==> src/rtl/ibex_trace_pkg.sv <==
// Shared types for the RVFI trace capture controller: controller states and the
// four-word trace record layout.
package ibex_trace_pkg;

    localparam int TraceRecWords = 4;

    typedef enum logic [1:0] {
        TRACE_IDLE    = 2'd0,
        TRACE_ARMED   = 2'd1,
        TRACE_CAPTURE = 2'd2,
        TRACE_STOPPED = 2'd3
    } trace_state_e;

    typedef struct packed {
        logic        trap;
        logic        intr;
        logic        ovf;
        logic [4:0]  rd_addr;
        logic [23:0] seq;
        logic [31:0] pc;
        logic [31:0] insn;
        logic [31:0] wdata;
    } trace_rec_t;

    // Word idx of a record in emission order.
    function automatic logic [31:0] rec_word(trace_rec_t rec, logic [1:0] idx);
        logic [31:0] w;
        case (idx)
            2'd0:    w = {rec.trap, rec.intr, rec.ovf, rec.rd_addr, rec.seq};
            2'd1:    w = rec.pc;
            2'd2:    w = rec.insn;
            default: w = rec.wdata;
        endcase
        return w;
    endfunction

endpackage

==> src/rtl/ibex_trace_serializer.sv <==
// Holds one trace record and emits it as four 32-bit words over valid/ready;
// loads the next record in the same cycle the last word is accepted.
module ibex_trace_serializer
    import ibex_trace_pkg::*;
(
    input  logic        clk_i,
    input  logic        rst_ni,
    input  logic        rec_valid_i,
    input  trace_rec_t  rec_i,
    output logic        rec_pop_o,
    output logic        trace_valid_o,
    output logic [31:0] trace_data_o,
    output logic        trace_last_o,
    input  logic        trace_ready_i
);

    trace_rec_t  rec_q, rec_d;
    logic        busy_q, busy_d;
    logic [1:0]  word_q, word_d;
    logic        accept;
    logic        free;

    always_comb begin
        accept    = busy_q && trace_ready_i;
        free      = !busy_q || (accept && (word_q == 2'(TraceRecWords - 1)));
        rec_pop_o = free && rec_valid_i;
        rec_d     = rec_q;
        busy_d    = busy_q;
        word_d    = word_q;
        if (accept) begin
            word_d = word_q + 2'd1;
        end
        if (free) begin
            busy_d = 1'b0;
        end
        if (rec_pop_o) begin
            rec_d  = rec_i;
            busy_d = 1'b1;
            word_d = 2'd0;
        end
    end

    always_ff @(posedge clk_i or negedge rst_ni) begin
        if (!rst_ni) begin
            rec_q  <= '0;
            busy_q <= 1'b0;
            word_q <= 2'd0;
        end else begin
            rec_q  <= rec_d;
            busy_q <= busy_d;
            word_q <= word_d;
        end
    end

    assign trace_valid_o = busy_q;
    assign trace_data_o  = busy_q ? rec_word(rec_q, word_q) : 32'h0;
    assign trace_last_o  = busy_q && (word_q == 2'(TraceRecWords - 1));

endmodule

==> src/rtl/ibex_trace_capture_ctrl.sv <==
// Qualifies RVFI retirements (enable, PC trigger, stop count), buffers them in a
// small circular FIFO and streams each record through the serializer.
module ibex_trace_capture_ctrl
    import ibex_trace_pkg::*;
#(
    parameter int FifoDepth = 4,
    parameter int CntW      = 32
) (
    input  logic            clk_i,
    input  logic            rst_ni,
    input  logic            cfg_enable_i,
    input  logic            cfg_trig_en_i,
    input  logic [31:0]     cfg_trig_pc_i,
    input  logic [CntW-1:0] cfg_stop_count_i,
    input  logic            rvfi_valid,
    input  logic [31:0]     rvfi_pc_rdata,
    input  logic [31:0]     rvfi_insn,
    input  logic [4:0]      rvfi_rd_addr,
    input  logic [31:0]     rvfi_rd_wdata,
    input  logic            rvfi_trap,
    input  logic            rvfi_intr,
    output logic            trace_valid_o,
    output logic [31:0]     trace_data_o,
    output logic            trace_last_o,
    input  logic            trace_ready_i,
    output logic [1:0]      state_o,
    output logic [CntW-1:0] captured_count_o,
    output logic [CntW-1:0] dropped_count_o
);

    localparam int AW = $clog2(FifoDepth);

    trace_state_e    state_q, state_d;
    logic [CntW-1:0] cap_q, cap_d, drop_q, drop_d;
    logic            ovf_q, ovf_d;
    logic [AW:0]     wr_ptr_q, wr_ptr_d, rd_ptr_q, rd_ptr_d;
    trace_rec_t      mem_q [FifoDepth];

    logic            fifo_empty, fifo_full;
    logic            capture, push_req, fifo_push, fifo_pop;
    logic            ser_valid, ser_pop;
    trace_rec_t      new_rec, ser_rec;

    assign fifo_empty = (wr_ptr_q == rd_ptr_q);
    assign fifo_full  = (wr_ptr_q[AW] != rd_ptr_q[AW]) &&
                        (wr_ptr_q[AW-1:0] == rd_ptr_q[AW-1:0]);

    always_comb begin
        new_rec         = '0;
        new_rec.trap    = rvfi_trap;
        new_rec.intr    = rvfi_intr;
        new_rec.ovf     = ovf_q;
        new_rec.rd_addr = rvfi_rd_addr;
        new_rec.seq     = cap_q[23:0];
        new_rec.pc      = rvfi_pc_rdata;
        new_rec.insn    = rvfi_insn;
        new_rec.wdata   = rvfi_rd_wdata;
    end

    always_comb begin
        state_d  = state_q;
        cap_d    = cap_q;
        drop_d   = drop_q;
        ovf_d    = ovf_q;
        capture  = 1'b0;
        case (state_q)
            TRACE_IDLE: begin
                if (cfg_enable_i) begin
                    cap_d   = '0;
                    drop_d  = '0;
                    ovf_d   = 1'b0;
                    state_d = cfg_trig_en_i ? TRACE_ARMED : TRACE_CAPTURE;
                end
            end
            TRACE_ARMED: begin
                if (rvfi_valid && (rvfi_pc_rdata == cfg_trig_pc_i)) begin
                    capture = 1'b1;
                    state_d = TRACE_CAPTURE;
                end
            end
            TRACE_CAPTURE: capture = rvfi_valid;
            default: ;
        endcase

        // Fullness is judged before any same-cycle pop: a full FIFO always drops.
        push_req = capture && !fifo_full;
        if (capture && fifo_full) begin
            ovf_d = 1'b1;
            if (drop_q != '1) begin
                drop_d = drop_q + CntW'(1);
            end
        end
        if (push_req) begin
            ovf_d = 1'b0;
            if (cap_q != '1) begin
                cap_d = cap_q + CntW'(1);
            end
            if ((cfg_stop_count_i != '0) && (cap_d == cfg_stop_count_i)) begin
                state_d = TRACE_STOPPED;
            end
        end
        if ((state_q != TRACE_IDLE) && !cfg_enable_i) begin
            state_d = TRACE_IDLE;
        end
    end

    // An empty FIFO lets a fresh record go straight into a free serializer.
    assign ser_valid = !fifo_empty || push_req;
    assign ser_rec   = fifo_empty ? new_rec : mem_q[rd_ptr_q[AW-1:0]];
    assign fifo_pop  = ser_pop && !fifo_empty;
    assign fifo_push = push_req && !(ser_pop && fifo_empty);
    assign wr_ptr_d  = wr_ptr_q + (AW+1)'(fifo_push);
    assign rd_ptr_d  = rd_ptr_q + (AW+1)'(fifo_pop);

    always_ff @(posedge clk_i) begin
        if (fifo_push) begin
            mem_q[wr_ptr_q[AW-1:0]] <= new_rec;
        end
    end

    always_ff @(posedge clk_i or negedge rst_ni) begin
        if (!rst_ni) begin
            state_q  <= TRACE_IDLE;
            cap_q    <= '0;
            drop_q   <= '0;
            ovf_q    <= 1'b0;
            wr_ptr_q <= '0;
            rd_ptr_q <= '0;
        end else begin
            state_q  <= state_d;
            cap_q    <= cap_d;
            drop_q   <= drop_d;
            ovf_q    <= ovf_d;
            wr_ptr_q <= wr_ptr_d;
            rd_ptr_q <= rd_ptr_d;
        end
    end

    ibex_trace_serializer u_serializer (
        .clk_i         (clk_i),
        .rst_ni        (rst_ni),
        .rec_valid_i   (ser_valid),
        .rec_i         (ser_rec),
        .rec_pop_o     (ser_pop),
        .trace_valid_o (trace_valid_o),
        .trace_data_o  (trace_data_o),
        .trace_last_o  (trace_last_o),
        .trace_ready_i (trace_ready_i)
    );

    assign state_o          = state_q;
    assign captured_count_o = cap_q;
    assign dropped_count_o  = drop_q;

endmodule

==> config.mk <==
export PLATFORM = sky130hd
export DESIGN_NAME = ibex_trace_capture_ctrl
export DESIGN_NICKNAME = d
export VERILOG_FILES = /design/src/rtl/ibex_trace_pkg.sv /design/src/rtl/ibex_trace_serializer.sv /design/src/rtl/ibex_trace_capture_ctrl.sv
export SDC_FILE = /design/constraint.sdc
export NUM_CORES = 1
export LEC_CHECK = 0
export CAP_MARGIN = 20
export CORE_ASPECT_RATIO = 1.4
export CORE_MARGIN = 2
export CORE_UTILIZATION = 58
export DETAILED_ROUTE_END_ITERATION = 8
export PLACE_DENSITY = 0.8
export SYNTH_ARGS = -nofsm -noshare
export SYNTH_HDL_FRONTEND = slang
export SYNTH_SLANG_ARGS = --single-unit
==> constraint.sdc <==
create_clock -name clk_i -period 19.6 [get_ports clk_i]
set_input_delay 2.94 -clock clk_i [delete_from_list [all_inputs] [get_ports clk_i]]
set_output_delay 2.94 -clock clk_i [all_outputs]
set_load 0.05 [all_outputs]
==> impl_metrics.env <==
export IMPL_outcome="finished with violations"
export IMPL_violations="design-rule violations"
export IMPL_layout_setup_ws_ns=12.22
export IMPL_drc_errors=6
export IMPL_gp_congestion=0.937
export IMPL_yosys_warnings=0
export IMPL_num_rows=100
export IMPL_clockBufferDepth=3
export IMPL_portBuffers=272
export IMPL_cts_setup_buffers=0
export IMPL_hold_path_class="flop to flop"
export IMPL_netlist_instances=2229
export IMPL_grt_pass1_vias=21400
export IMPL_synth_edff_count=512
export IMPL_arrival_ns=7.60
export IMPL_io_pins=273
export IMPL_clock_sinks=716
export IMPL_hpwl_mm=55.3
export IMPL_wl_per_cell_um=26.7
export IMPL_synthArstFlopShare_pct=28.5
export IMPL_cts_htree_levels=3
export IMPL_hold_violations=0
export IMPL_syn_nets=2416
export IMPL_fmax_mhz=136
export IMPL_wl_mm=86.4
export IMPL_slew_headroom_pct=4.47
export IMPL_area_growth_pct=18.1
export IMPL_insertion_delay_ns=0.63
export IMPL_reg2reg_slack_ns=14.57
export IMPL_final_common_cell="edfxtp_1"
export IMPL_grt_first_pass_wirelength_mm=129
export IMPL_viasPerCell=6.44
export IMPL_finalNetCount=2651
export IMPL_cts_resized=0
export IMPL_grt_overflow_total=0
export IMPL_fp_dieW_um=199
export IMPL_final_cell_mix="edfxtp_1, clkdlybuf4s50_1, nand2_1, nor2_1, dfrtp_1"
export IMPL_cts_tree="done"
export IMPL_clkTransAtPathRegs_ns=0.06
export IMPL_endpoint_kind="flop"
export IMPL_ys_seq_area_share_pct=66.1
export IMPL_track_usage_pct=31.7
export IMPL_place_area_um2=34400
export IMPL_reg2reg_from="u_serializer.trace_valid_o"
export IMPL_cap_violations=0
export IMPL_startpoint_type="input port"
export IMPL_grt_max_degree=259
export IMPL_post_route_util_pct=69.1
export IMPL_drive_gt1_share_pct=11.8
export IMPL_antenna_found_initial=2
export IMPL_postRouteAntennaNets=0
export IMPL_leakagePower_nw=12.9
export IMPL_yosys_most_used_dff="edfxtp_1"
export IMPL_period_share_pct=37.7
export IMPL_dp_slack_ns=11.69
export IMPL_num_antenna_cells=0
export IMPL_fill_cells=3546
export IMPL_yosys_register_bits=716
export IMPL_multi_input_area_um2=9880
export IMPL_dr_first_iter_drc_count=2109
export IMPL_min_path_cells=1
export IMPL_avgSynthCellArea_um2=13.9
export IMPL_r2r_end="mem_q[3][38]"
export IMPL_die_height_um=277
export IMPL_peakVddDrop_v=0.000170
export IMPL_critPathKind="input port to flop"
export IMPL_hold_path_endpoint="wr_ptr_q[2]"
export IMPL_rsz0062_at_grt="false"
export IMPL_ff2ff_path_depth=6
export IMPL_tightest_slew_ns=1.43
export IMPL_cp_required_ns=19.82
export IMPL_vias=20800
export IMPL_coreArea_um2=52900
export IMPL_synth_area_um2=31000
export IMPL_dr_pass1_iters=9
export IMPL_hp_start="wr_ptr_q[2]"
export IMPL_design_area_um2=36600
export IMPL_hold_buffers=0
export IMPL_tns_ns=0
export IMPL_start_util_pct=58.5
export IMPL_die_area_um2=55300
export IMPL_setup_viol=0
export IMPL_skew_ns=0.0385
export IMPL_period_needed_ns=7.38
export IMPL_path_max_fanout=53
export IMPL_synth_cell_types=68
export IMPL_clockRootBuffer="clkbuf_16"
export IMPL_regArea_um2=20500
export IMPL_cts_buffers=68
export IMPL_drv_slew=0
export IMPL_cellPowerDensity_nw_per_um2=141
[metal layers]
layer  track usage, %  vias to the layer above  part of all wire [%]
li1                 -                     9005                     -
met1             38.8                    10400                    35
met5                0                        -                 0.034
met3             5.43                      223                   8.2
met4             18.1                        4                   6.2
met2             53.2                     1139                    51
[cell families (layout without fill, tap and decap cells)]
group,Yosys count,after routing,share of synthesized area [%]
flops,716,716,66.1
simple gates,656,656,9.63
compound gates,415,415,8.37
mux,180,180,11.0
buf+inv,173,463,2.18
xor+xnor,75,75,2.12
fa+ha+maj,14,14,0.566
[worst max-delay path, stage by stage]
cell             delay, ns
clkdlybuf4s50_1       0.54
xnor2_1               0.28
nand4_1               0.17
nor4_1                0.58
and4b_1               0.36
o21ai_2               0.07
buf_4                 0.27
nor2_1                0.27
and3_4                0.76
buf_4                 0.53
buf_4                 0.73
[stage by stage]
stage | std cells | total power, mW | hold WS, ns
3_5_place_dp | 3108 | 3.85 | 0.486
4_1_cts | 3233 | 5.15 | 0.497
5_1_grt | 3233 | 5.34 | 0.513
3_3_place_gp | 3108 | 3.81 | 0.476
6_report | 3233 | 5.15 | 0.511
2_1_floorplan | 2229 | 3.19 | 0.462
[Yosys cell counts (all sizes together) (4+ instances only)]
cell / n / area share, %
edfxtp: 512 / 50
dfrtp: 204 / 16
nand4: 36 / 0.78
a21oi: 99 / 1.6
a211oi: 4 / 0.097
nor2: 216 / 2.6
and4: 4 / 0.11
a222oi: 32 / 1.0
buf: 29 / 0.44
mux4: 128 / 9.3
ha: 14 / 0.57
nor4: 23 / 0.48
inv: 30 / 0.36
a2111oi: 5 / 0.14
or4: 7 / 0.18
and3: 27 / 0.55
xnor2: 65 / 1.8
o41ai: 7 / 0.20
clkbuf: 114 / 1.4
and2: 43 / 0.87
a22o: 4 / 0.11
nand3: 34 / 0.57
o31ai: 11 / 0.27
nor3: 20 / 0.32
xor2: 10 / 0.28
a31oi: 82 / 1.7
mux2i: 49 / 1.6
a21o: 4 / 0.097
nand2: 231 / 2.8
o22ai: 6 / 0.12
o21ai: 124 / 2.0
o211ai: 4 / 0.097
[state kept, by name (all words and copies together) (netlist names)]
register and cells:
ovf_q 1, captured_count_o 32, state_o 2, wr_ptr_q 3
u_serializer.rec_q 128, u_serializer.trace_valid_o 1, dropped_count_o 32, u_serializer.word_q 2
rd_ptr_q 3, mem_q 512
[worst max path at each step]
stage	from	to	slack, ns	cells after the start
6_report	rvfi_pc_rdata[24]	mem_q[3][38]	12.22	11
5_1_grt	rvfi_pc_rdata[24]	mem_q[3][51]	11.92	11
4_1_cts	rvfi_pc_rdata[24]	mem_q[3][109]	12.20	11
3_5_place_dp	rvfi_pc_rdata[0]	mem_q[3][38]	11.69	11
3_3_place_gp	rvfi_pc_rdata[0]	mem_q[3][33]	11.85	11
2_1_floorplan	cfg_trig_pc_i[0]	mem_q[1][0]	1.28	8
[layout make-up]
type,count,share of cell area [%]
flip-flops and latches,716,56.0
multi-input cells,1340,27.0
clock inverters,30,0.585
inverters,30,0.308
repair buffers,308,8.26
clock buffers,95,5.41
well taps,714,2.44
[where the power goes]
part / internal [mW] / switching [mW] / total [mW]
Clock: 0.726 / 0.568 / 1.29
Combinational: 0.703 / 1.17 / 1.88
Sequential: 1.80 / 0.177 / 1.98
Power figures use the tool's default switching activity.
